$ cat src/rtl/debug_frame_tx.sv
// Capture-byte FIFO plus framer: SOF, SEQ, LEN, payload and optional XOR check byte on a valid/ready stream.
// DEBUG_FRAME_TX_CHECKSUM_EN adds the trailing CHK byte; without it tx_last rides the final payload byte.
module debug_frame_tx #(
  parameter int         FIFO_AW       = 4,
  parameter int         MAX_PAYLOAD   = 8,
  parameter int         FLUSH_TIMEOUT = 1000,
  parameter logic [7:0] SOF_BYTE      = 8'hA5
) (
  input  logic             clk,
  input  logic             reset,
  input  logic             trigger,
  input  logic [7:0]       data,
  output logic [7:0]       tx_data,
  output logic             tx_valid,
  input  logic             tx_ready,
  output logic             tx_last,
  output logic             overflow,
  output logic [FIFO_AW:0] fifo_count
);
  localparam int DEPTH = 1 << FIFO_AW;
  localparam int TW    = $clog2(FLUSH_TIMEOUT + 1);
  localparam logic [FIFO_AW:0] DEPTH_C = (FIFO_AW+1)'(DEPTH);
  localparam logic [FIFO_AW:0] MAXP_C  = (FIFO_AW+1)'(MAX_PAYLOAD);
  localparam logic [TW-1:0]    TMO_C   = TW'(FLUSH_TIMEOUT);

  localparam logic [2:0] S_IDLE = 3'd0;
  localparam logic [2:0] S_SOF  = 3'd1;
  localparam logic [2:0] S_SEQ  = 3'd2;
  localparam logic [2:0] S_LEN  = 3'd3;
  localparam logic [2:0] S_PAY  = 3'd4;
`ifdef DEBUG_FRAME_TX_CHECKSUM_EN
  localparam logic [2:0] S_CHK  = 3'd5;
  logic [7:0] chk_q, chk_d;
`endif

  logic [2:0]         state_q, state_d;
  logic [FIFO_AW-1:0] wr_ptr_q, wr_ptr_d, rd_ptr_q, rd_ptr_d;
  logic [FIFO_AW:0]   count_q, count_d;
  logic [TW-1:0]      timer_q, timer_d;
  logic [7:0]         seq_q, seq_d, len_q, len_d, pay_cnt_q, pay_cnt_d;
  logic               ovf_q, ovf_d;
  logic [7:0]         mem_q [DEPTH];
  logic               wr_en, rd_en, xfer, pay_last;
  logic [7:0]         head;

  // Write acceptance looks only at the occupancy at this edge, never at a same-cycle pop.
  always_comb begin
    head     = mem_q[rd_ptr_q];
    wr_en    = trigger && (count_q < DEPTH_C);
    xfer     = tx_valid && tx_ready;
    rd_en    = (state_q == S_PAY) && xfer;
    pay_last = (pay_cnt_q == len_q - 8'd1);
    wr_ptr_d = wr_en ? wr_ptr_q + 1'b1 : wr_ptr_q;
    rd_ptr_d = rd_en ? rd_ptr_q + 1'b1 : rd_ptr_q;
    ovf_d    = ovf_q | (trigger & ~wr_en);
    case ({wr_en, rd_en})
      2'b10:   count_d = count_q + 1'b1;
      2'b01:   count_d = count_q - 1'b1;
      default: count_d = count_q;
    endcase
  end

  always_comb begin
    state_d   = state_q;
    timer_d   = '0;
    seq_d     = seq_q;
    len_d     = len_q;
    pay_cnt_d = pay_cnt_q;
`ifdef DEBUG_FRAME_TX_CHECKSUM_EN
    chk_d     = chk_q;
`endif
    case (state_q)
      S_IDLE: begin
        if (!wr_en && count_q != '0)
          timer_d = (timer_q == TMO_C) ? timer_q : timer_q + 1'b1;
        if (count_q >= MAXP_C || (timer_q == TMO_C && count_q != '0)) begin
          state_d   = S_SOF;
          len_d     = (count_q >= MAXP_C) ? 8'(MAX_PAYLOAD) : 8'(count_q);
          pay_cnt_d = '0;
`ifdef DEBUG_FRAME_TX_CHECKSUM_EN
          chk_d     = '0;
`endif
        end
      end
      S_SOF: if (xfer) state_d = S_SEQ;
      S_SEQ: if (xfer) begin
        state_d = S_LEN;
`ifdef DEBUG_FRAME_TX_CHECKSUM_EN
        chk_d   = chk_q ^ seq_q;
`endif
      end
      S_LEN: if (xfer) begin
        state_d = S_PAY;
`ifdef DEBUG_FRAME_TX_CHECKSUM_EN
        chk_d   = chk_q ^ len_q;
`endif
      end
      S_PAY: if (xfer) begin
        pay_cnt_d = pay_cnt_q + 8'd1;
`ifdef DEBUG_FRAME_TX_CHECKSUM_EN
        chk_d     = chk_q ^ head;
        if (pay_last) state_d = S_CHK;
`else
        if (pay_last) begin
          state_d = S_IDLE;
          seq_d   = seq_q + 8'd1;
        end
`endif
      end
`ifdef DEBUG_FRAME_TX_CHECKSUM_EN
      S_CHK: if (xfer) begin
        state_d = S_IDLE;
        seq_d   = seq_q + 8'd1;
      end
`endif
      default: state_d = S_IDLE;
    endcase
  end

  always_comb begin
    tx_valid = (state_q != S_IDLE);
    tx_data  = '0;
    tx_last  = 1'b0;
    case (state_q)
      S_SOF: tx_data = SOF_BYTE;
      S_SEQ: tx_data = seq_q;
      S_LEN: tx_data = len_q;
      S_PAY: begin
        tx_data = head;
`ifndef DEBUG_FRAME_TX_CHECKSUM_EN
        tx_last = pay_last;
`endif
      end
`ifdef DEBUG_FRAME_TX_CHECKSUM_EN
      S_CHK: begin
        tx_data = chk_q;
        tx_last = 1'b1;
      end
`endif
      default: ;
    endcase
  end

  assign overflow   = ovf_q;
  assign fifo_count = count_q;

  always_ff @(posedge clk) begin
    if (wr_en) mem_q[wr_ptr_q] <= data;
  end

  always_ff @(posedge clk) begin
    if (reset) begin
      state_q   <= S_IDLE;
      wr_ptr_q  <= '0;
      rd_ptr_q  <= '0;
      count_q   <= '0;
      timer_q   <= '0;
      seq_q     <= '0;
      len_q     <= '0;
      pay_cnt_q <= '0;
      ovf_q     <= 1'b0;
`ifdef DEBUG_FRAME_TX_CHECKSUM_EN
      chk_q     <= '0;
`endif
    end else begin
      state_q   <= state_d;
      wr_ptr_q  <= wr_ptr_d;
      rd_ptr_q  <= rd_ptr_d;
      count_q   <= count_d;
      timer_q   <= timer_d;
      seq_q     <= seq_d;
      len_q     <= len_d;
      pay_cnt_q <= pay_cnt_d;
      ovf_q     <= ovf_d;
`ifdef DEBUG_FRAME_TX_CHECKSUM_EN
      chk_q     <= chk_d;
`endif
    end
  end
endmodule
$ cat config.mk
export PLATFORM = sky130hd
export DESIGN_NAME = debug_frame_tx
export DESIGN_NICKNAME = d
export VERILOG_FILES = /design/src/rtl/debug_frame_tx.sv
export SDC_FILE = /design/constraint.sdc
export NUM_CORES = 1
export LEC_CHECK = 0
export ABC_AREA = 1
export CAP_MARGIN = 30
export CORE_ASPECT_RATIO = 0.6
export CORE_MARGIN = 3
export CORE_UTILIZATION = 30
export DETAILED_ROUTE_END_ITERATION = 12
export GPL_TIMING_DRIVEN = 0
export REMOVE_ABC_BUFFERS = 1
export SKIP_LAST_GASP = 1
export SLEW_MARGIN = 20
export SYNTH_ARGS = -nofsm -noshare
export SYNTH_HDL_FRONTEND = slang
export SYNTH_SLANG_ARGS = --single-unit
$ cat constraint.sdc
create_clock -name clk -period 2.5 [get_ports clk]
set_input_delay 0.75 -clock clk [delete_from_list [all_inputs] [get_ports clk]]
set_output_delay 0.75 -clock clk [all_outputs]
set_load 0.05 [all_outputs]
==> impl_metrics.env, run 1 <==
export IMPL_status="finished, violations left"
export IMPL_failed_checks="setup timing"
export IMPL_power_per_cell_area_nw_per_um2=858
export IMPL_global_route_usage_total_pct=15.0
export IMPL_post_layout_total_power_uw=8740
export IMPL_worst_hold_path_type="flip-flop to flip-flop"
export IMPL_routed_wirelength_um=22100
export IMPL_synth_async_sr_flop_share_pct=0
export IMPL_numClockSinks=180
export IMPL_slew_headroom_pct=35.5
export IMPL_critical_path_required_ns=1.75
export IMPL_grt_ovfl_total=0
export IMPL_dieArea_um2=28800
export IMPL_dp_hpwl_um=13300
export IMPL_post_dp_cell_area_um2=8700
export IMPL_route_layer_met1_wl_um=11300
export IMPL_place_ws_ns=-1.39
export IMPL_routabilityCongestion=0.818
export IMPL_route_vias_total=6221
export IMPL_stdcell_area_um2=10200
export IMPL_clock_insertion_delay_worst_skew_ns=0.43
export IMPL_final_hold_violation_count=0
export IMPL_syn2layout_area_growth_pct=27.0
export IMPL_yosysSeqAreaShare_pct=60.9
export IMPL_proportion_of_layout_cells_with_a_drive_suffix_above_1_pct=20.2
export IMPL_synthesis_instances=827
export IMPL_fillCellCount=2503
export IMPL_critical_path_max_fanout=8
export IMPL_ioPinCount=28
export IMPL_clock_tree_from_tritoncts="done"
export IMPL_synthesis_yosys_warnings=0
export IMPL_setup_viol=9
export IMPL_effective_utilization_at_floorplan_pct=31.1
export IMPL_cp_data_arrival_time_ns=2.15
export IMPL_synth_edff_count=128
export IMPL_route_antenna_remaining_nets=0
export IMPL_layout_commonest_cell="nor2_1"
export IMPL_grt_start_max_net_pins=23
export IMPL_first_pass_grt_wire_length_um=32900
export IMPL_firstDrtPassIters=5
export IMPL_type_of_the_setup_path_with_the_least_slack="flip-flop to primary output"
export IMPL_critical_path_top_delay_family="buffers and inverters"
export IMPL_core_area_um2=25800
export IMPL_num_antenna_cells=0
export IMPL_route_detailed_drc=0
export IMPL_finalCriticalPeriod_ns=2.90
export IMPL_maxUsedRoutingLayer="met4"
export IMPL_crit_path_top_delay_cell="dfxtp_4"
export IMPL_maxCapViolCount=0
export IMPL_rsz0062_at_grt="true"
export IMPL_first_iter_violations=665
export IMPL_num_nets_final=925
export IMPL_postLayoutSetupSlackWorst_ns=-0.396
export IMPL_routed_wire_length_per_instance_um=17.5
export IMPL_startpoint_type="flip-flop"
export IMPL_path_clk_slew_ns=0.07
export IMPL_cts_made_buffers=17
export IMPL_tightestPinTransition_ns=0.964
export IMPL_cp_buffers_inverters=4
export IMPL_crit_chain="buf_12 > clkinv_16 > buf_16 > o21ai_0 > o22ai_1 > nor2_2 > o22ai_4 > nand2_2 > nand3_2 > buf_6"
export IMPL_first_global_vias=5527
export IMPL_regToRegSetupSlack_ns=0.28
export IMPL_fmax_mhz=345
export IMPL_slowest_delay_ns=0.38
export IMPL_wl_met2_um=8380
export IMPL_report_final_slew_viol_count=0
export IMPL_port_buffers=27
export IMPL_cts_htree_levels=4
export IMPL_dieHeight_um=133
export IMPL_synth_seq_cells=180
export IMPL_clock_skew_ns=0.0110
export IMPL_ir_drop_v=0.000426
export IMPL_finalCritPeriodShare_pct=116
export IMPL_antenna_found_initial=0
export IMPL_met3WireLength_um=2150
export IMPL_num_rows=45
export IMPL_yosysUniqueCellTypes=37
export IMPL_synth_avg_cell_area_um2=9.70
export IMPL_ctsRootBufferMaster="clkbuf_16"
export IMPL_leakage_uw=0.00373
export IMPL_finalNonFillerCells=1263
export IMPL_final_cell_mix="131 x nor2_1, 128 x edfxtp_1, 119 x nand2_1"
export IMPL_critical_path_endpoint_type="primary output"
export IMPL_setup_tns_ns=-3.15
export IMPL_synth_ff_type="edfxtp_1"
export IMPL_die_w_um=217
export IMPL_syn_cell_area_um2=8020
export IMPL_dpl_cell_count=1185
export IMPL_cts_max_path_buffers=2
export IMPL_drt_via_density=4.93
[sequential cells by signal, indices dropped and copies added, names as in the netlist, named ones only]
name and flops:
state_q 3, mem_q 128, overflow 1, len_q 5
pay_cnt_q 8, wr_ptr_q 4, rd_ptr_q 4, seq_q 8
fifo_count 5, timer_q 10
[power breakdown]
group	switching [uW]	internal, uW	total (uW)
combinational	1610	879	2490
sequential	109	3300	3410
clock	1160	1690	2840
[stage by stage]
step | util (%) | hold WS, ns
4_1_cts | 38.7 | 0.473
6_report | 39.5 | 0.471
5_1_grt | 39.5 | 0.502
3_3_place_gp | 33.4 | 0.445
2_1_floorplan | - | 0.439
3_5_place_dp | 33.7 | 0.460
[synthesized netlist by cell type (all sizes together), types with 2 or more instances]
| cell | instances | area share [%] |
|---|---|---|
| nor2 | 158 | 8.0 |
| nand2 | 135 | 6.7 |
| edfxtp | 128 | 48 |
| o21ai | 91 | 5.7 |
| inv | 70 | 3.3 |
| dfxtp | 52 | 13 |
| nand3 | 39 | 2.6 |
| a21oi | 34 | 2.1 |
| o22ai | 24 | 1.9 |
| clkbuf | 17 | 0.80 |
| ha | 14 | 2.2 |
| buf | 10 | 0.61 |
| nor3 | 10 | 0.83 |
| o211ai | 9 | 0.84 |
| nand4 | 8 | 0.62 |
| o221ai | 8 | 0.87 |
| xor2 | 7 | 0.76 |
| a211oi | 2 | 0.19 |
| clkinv | 2 | 0.094 |
| nor3b | 2 | 0.19 |
[repair_timing]
action | 4_1_cts | 5_1_grt
resized for setup | 144 | 42
pin swaps | 33 | 20
gates cloned | 7 | 0
hold buffers | 0 | 0
setup buffers | 26 | 8
setup endpoints to repair | 43 | 61
[routing by layer]
metal | up-vias | track usage [%]
met5 | - | 0
met4 | 0 | 3.47
met3 | 28 | 4.50
met2 | 239 | 18.7
met1 | 2948 | 24.6
li1 | 3006 | -
[cell families after synthesis]
group                    count (synthesis)  synth area share (%)
AND/OR/NAND/NOR                        353                  19.0
adder cells (fa/ha/maj)                 15                  2.43
AO/OA/AOI/OAI                          172                  12.0
XOR/XNOR                                 8                 0.874
flip-flops                             180                  60.9
buffers and inverters                   99                  4.77
[path summary, 6_finish.rpt]
kind / startpoint / endpoint / cells after the start
setup / recovery: flip-flop / tx_data[1] / 10
hold / removal: timer_q[9]$_SDFFE_PP0N_ / timer_q[9]$_SDFFE_PP0N_ / 2
setup reg to reg: state_q[1]$_SDFFE_PP0P_ / fifo_count[4]$_SDFFE_PP0P_ / 11
hold reg to reg: timer_q[9]$_SDFFE_PP0N_ / timer_q[9]$_SDFFE_PP0N_ / 2
[cell type report]
type | instances | area [um^2] | share of cell area [%]
Clock buffer | 25 | 603 | 5.92
Timing Repair Buffer | 78 | 921 | 9.04
Timing Repair inverter | 1 | 8.76 | 0.0860
Sequential cell | 180 | 4900 | 48.1
Tap cell | 352 | 440 | 4.32
Multi-Input combinational cell | 548 | 2960 | 29.0
Clock inverter | 7 | 45.0 | 0.442
Inverter | 72 | 312 | 3.06
[worst min-delay path: stages (launching register included)]
cell and delay, ns:
dfxtp_1 0.32, nand2_1 0.06, a21oi_1 0.05
Note: power is estimated with default switching activity, not from simulation.
==> run 2, diff against run 1 <==
--- a/config.mk
+++ b/config.mk
@@ -5,7 +5,6 @@
 export SDC_FILE = /design/constraint.sdc
 export NUM_CORES = 1
 export LEC_CHECK = 0
-export ABC_AREA = 1
 export CAP_MARGIN = 30
 export CORE_ASPECT_RATIO = 0.6
 export CORE_MARGIN = 3
==> impl_metrics.env, run 2 <==
export IMPL_route_antenna_remaining_nets=0
export IMPL_drt_via_density=5.04
export IMPL_yosysUniqueCellTypes=56
export IMPL_clock_tree_from_tritoncts="done"
export IMPL_numClockSinks=180
export IMPL_slew_headroom_pct=38.5
export IMPL_routed_wire_length_per_instance_um=18.9
export IMPL_final_cell_mix="128 x edfxtp_1, 57 x nor2_1, 41 x dfxtp_1"
export IMPL_path_clk_slew_ns=0.08
export IMPL_synth_edff_count=128
export IMPL_die_w_um=212
export IMPL_antenna_found_initial=0
export IMPL_synthesis_instances=538
export IMPL_netlist_top_cell_by_area="edfxtp_1"
export IMPL_status="finished, violations left"
export IMPL_synth_top_cell_area_share_pct=50.2
export IMPL_num_rows=44
export IMPL_tightestPinTransition_ns=0.920
export IMPL_first_iter_violations=407
export IMPL_largest_registers="mem_q: 128 flops, timer_q: 10 flops"
export IMPL_leakage_uw=0.00319
export IMPL_cp_data_arrival_time_ns=2.33
export IMPL_report_final_slew_viol_count=0
export IMPL_core_area_um2=24700
export IMPL_clock_insertion_delay_worst_skew_ns=0.44
export IMPL_post_layout_total_power_uw=6150
export IMPL_synth_avg_cell_area_um2=14.2
export IMPL_ctsRootBufferMaster="clkbuf_16"
export IMPL_grt_ovfl_total=0
export IMPL_proportion_of_layout_cells_with_a_drive_suffix_above_1_pct=27.0
export IMPL_global_route_usage_total_pct=13.6
export IMPL_cts_made_buffers=17
export IMPL_setup_viol=10
export IMPL_port_buffers=27
export IMPL_dieArea_um2=27600
export IMPL_syn_cell_area_um2=7660
export IMPL_critical_path_required_ns=1.75
export IMPL_routabilityCongestion=0.792
export IMPL_syn2layout_area_growth_pct=23.4
export IMPL_first_global_vias=4630
export IMPL_synth_ff_type="edfxtp_1"
export IMPL_effective_utilization_at_floorplan_pct=31.1
export IMPL_route_vias_total=4699
export IMPL_type_of_the_setup_path_with_the_least_slack="flip-flop to primary output"
export IMPL_dieHeight_um=130
export IMPL_setup_tns_ns=-4.99
export IMPL_yosysSeqAreaShare_pct=63.7
export IMPL_synth_top_cells_by_area="edfxtp_1 50%, dfxtp_1 14%, mux4_2 9.4%"
export IMPL_startpoint_type="flip-flop"
export IMPL_critical_path_max_fanout=8
export IMPL_worst_hold_path_type="flip-flop to flip-flop"
export IMPL_dp_hpwl_um=11600
export IMPL_layout_commonest_cell="edfxtp_1"
export IMPL_rsz0062_at_grt="true"
export IMPL_routed_wirelength_um=17600
export IMPL_largest_register_ff_count=128
export IMPL_ioPinCount=28
export IMPL_finalCriticalPeriod_ns=3.08
export IMPL_num_nets_final=625
export IMPL_clock_skew_ns=0.0131
export IMPL_finalCritPeriodShare_pct=123
export IMPL_grt_start_max_net_pins=35
export IMPL_ir_drop_v=0.000467
export IMPL_first_pass_grt_wire_length_um=27600
export IMPL_num_antenna_cells=0
export IMPL_cts_htree_levels=4
export IMPL_synth_seq_cells=180
export IMPL_route_detailed_drc=0
export IMPL_synth_async_sr_flop_share_pct=0
export IMPL_firstDrtPassIters=5
export IMPL_post_synth_most_frequent_cells="128 x edfxtp_1, 57 x nor2_1, 52 x dfxtp_1"
export IMPL_power_per_cell_area_nw_per_um2=650
export IMPL_largest_register="mem_q"
export IMPL_critical_path_endpoint_type="primary output"
export IMPL_fmax_mhz=325
export IMPL_failed_checks="setup timing"
export IMPL_postLayoutSetupSlackWorst_ns=-0.577
export IMPL_yosys_cell_count_top_type="edfxtp_1"
export IMPL_final_hold_violation_count=0
export IMPL_maxCapViolCount=0
export IMPL_cts_max_path_buffers=2
export IMPL_synthesis_yosys_warnings=0
==> run 2: per-layer routing <==
metal / vias to the layer above / part of all wire (%) / global-route usage [%]
met5: - / 0 / 0
met4: 0 / 1.1 / 4.42
met3: 15 / 6.0 / 3.27
met2: 141 / 44 / 19.5
met1: 2361 / 48 / 20.2
li1: 2182 / - / -
==> run 2: final cells by class <==
type | count | area (um^2)
Fill cell | 2295 | 15200
Clock buffer | 17 | 425
Multi-Input combinational cell | 319 | 2830
Tap cell | 322 | 403
Clock inverter | 15 | 181
Sequential cell | 180 | 4910
Timing Repair Buffer | 64 | 646
Inverter | 16 | 63.8
==> run 2: worst paths after layout <==
kind	startpoint	to	slack, ns	cells past startpoint
setup / recovery	flip-flop	tx_data[4]	-0.58	7
hold / removal	overflow$_SDFF_PP0_	overflow$_SDFF_PP0_	0.47	2
setup reg to reg	state_q[1]$_SDFFE_PP0P_	fifo_count[4]$_SDFFE_PP0P_	0.11	11
hold reg to reg	overflow$_SDFF_PP0_	overflow$_SDFF_PP0_	0.47	2
==> run 2: repair_timing <==
| action | in CTS | in global routing |
|---|---|---|
| cloned | 1 | 0 |
| resized for setup | 128 | 14 |
| buffers inserted | 22 | 6 |
| pin swaps | 11 | 6 |
| hold buffers | 0 | 0 |
| setup endpoints to repair | 138 | 28 |
==> run 2: worst max-delay path, cell delays in order (launching register included) <==
cell	delay [ns]
dfxtp_4	0.39
buf_12	0.13
buf_4	0.11
mux4_2	0.47
mux2i_1	0.28
o22a_1	0.26
o21ai_2	0.08
buf_6	0.15
==> run 2: logic make-up (layout without fill, tap and decap cells) <==
group,count (synthesis),count (layout),share of synthesized area [%]
xor gates and xnor gates,29,29,3.31
AOI/OAI and AO/OA,71,71,6.19
DFF,180,180,63.7
muxes,56,56,12.6
and+or+nand+nor,148,148,9.58
adders and majority gates,15,15,2.55
buffers and inverters,39,112,2.06
==> run 2: per-stage QoR <==
step | worst slack [ns] | cells | utilization, % | instance area [um^2] | hold slack (ns)
3_3_place_gp | -2.39 | 864 | 33.4 | 8240 | 0.451
4_1_cts | -0.590 | 926 | 37.9 | 9360 | 0.476
3_5_place_dp | -1.19 | 871 | 33.8 | 8330 | 0.459
6_report | -0.577 | 933 | 38.4 | 9460 | 0.467
5_1_grt | -0.631 | 933 | 38.4 | 9460 | 0.489
2_1_floorplan | -1.32 | 515 | - | 7570 | 0.460
==> run 2: power breakdown <==
| group | internal, uW | total, uW | switching [uW] |
|---|---|---|---|
| registers | 3220 | 3240 | 20.4 |
| clock network | 1440 | 2710 | 1270 |
| logic | 67.9 | 197 | 129 |
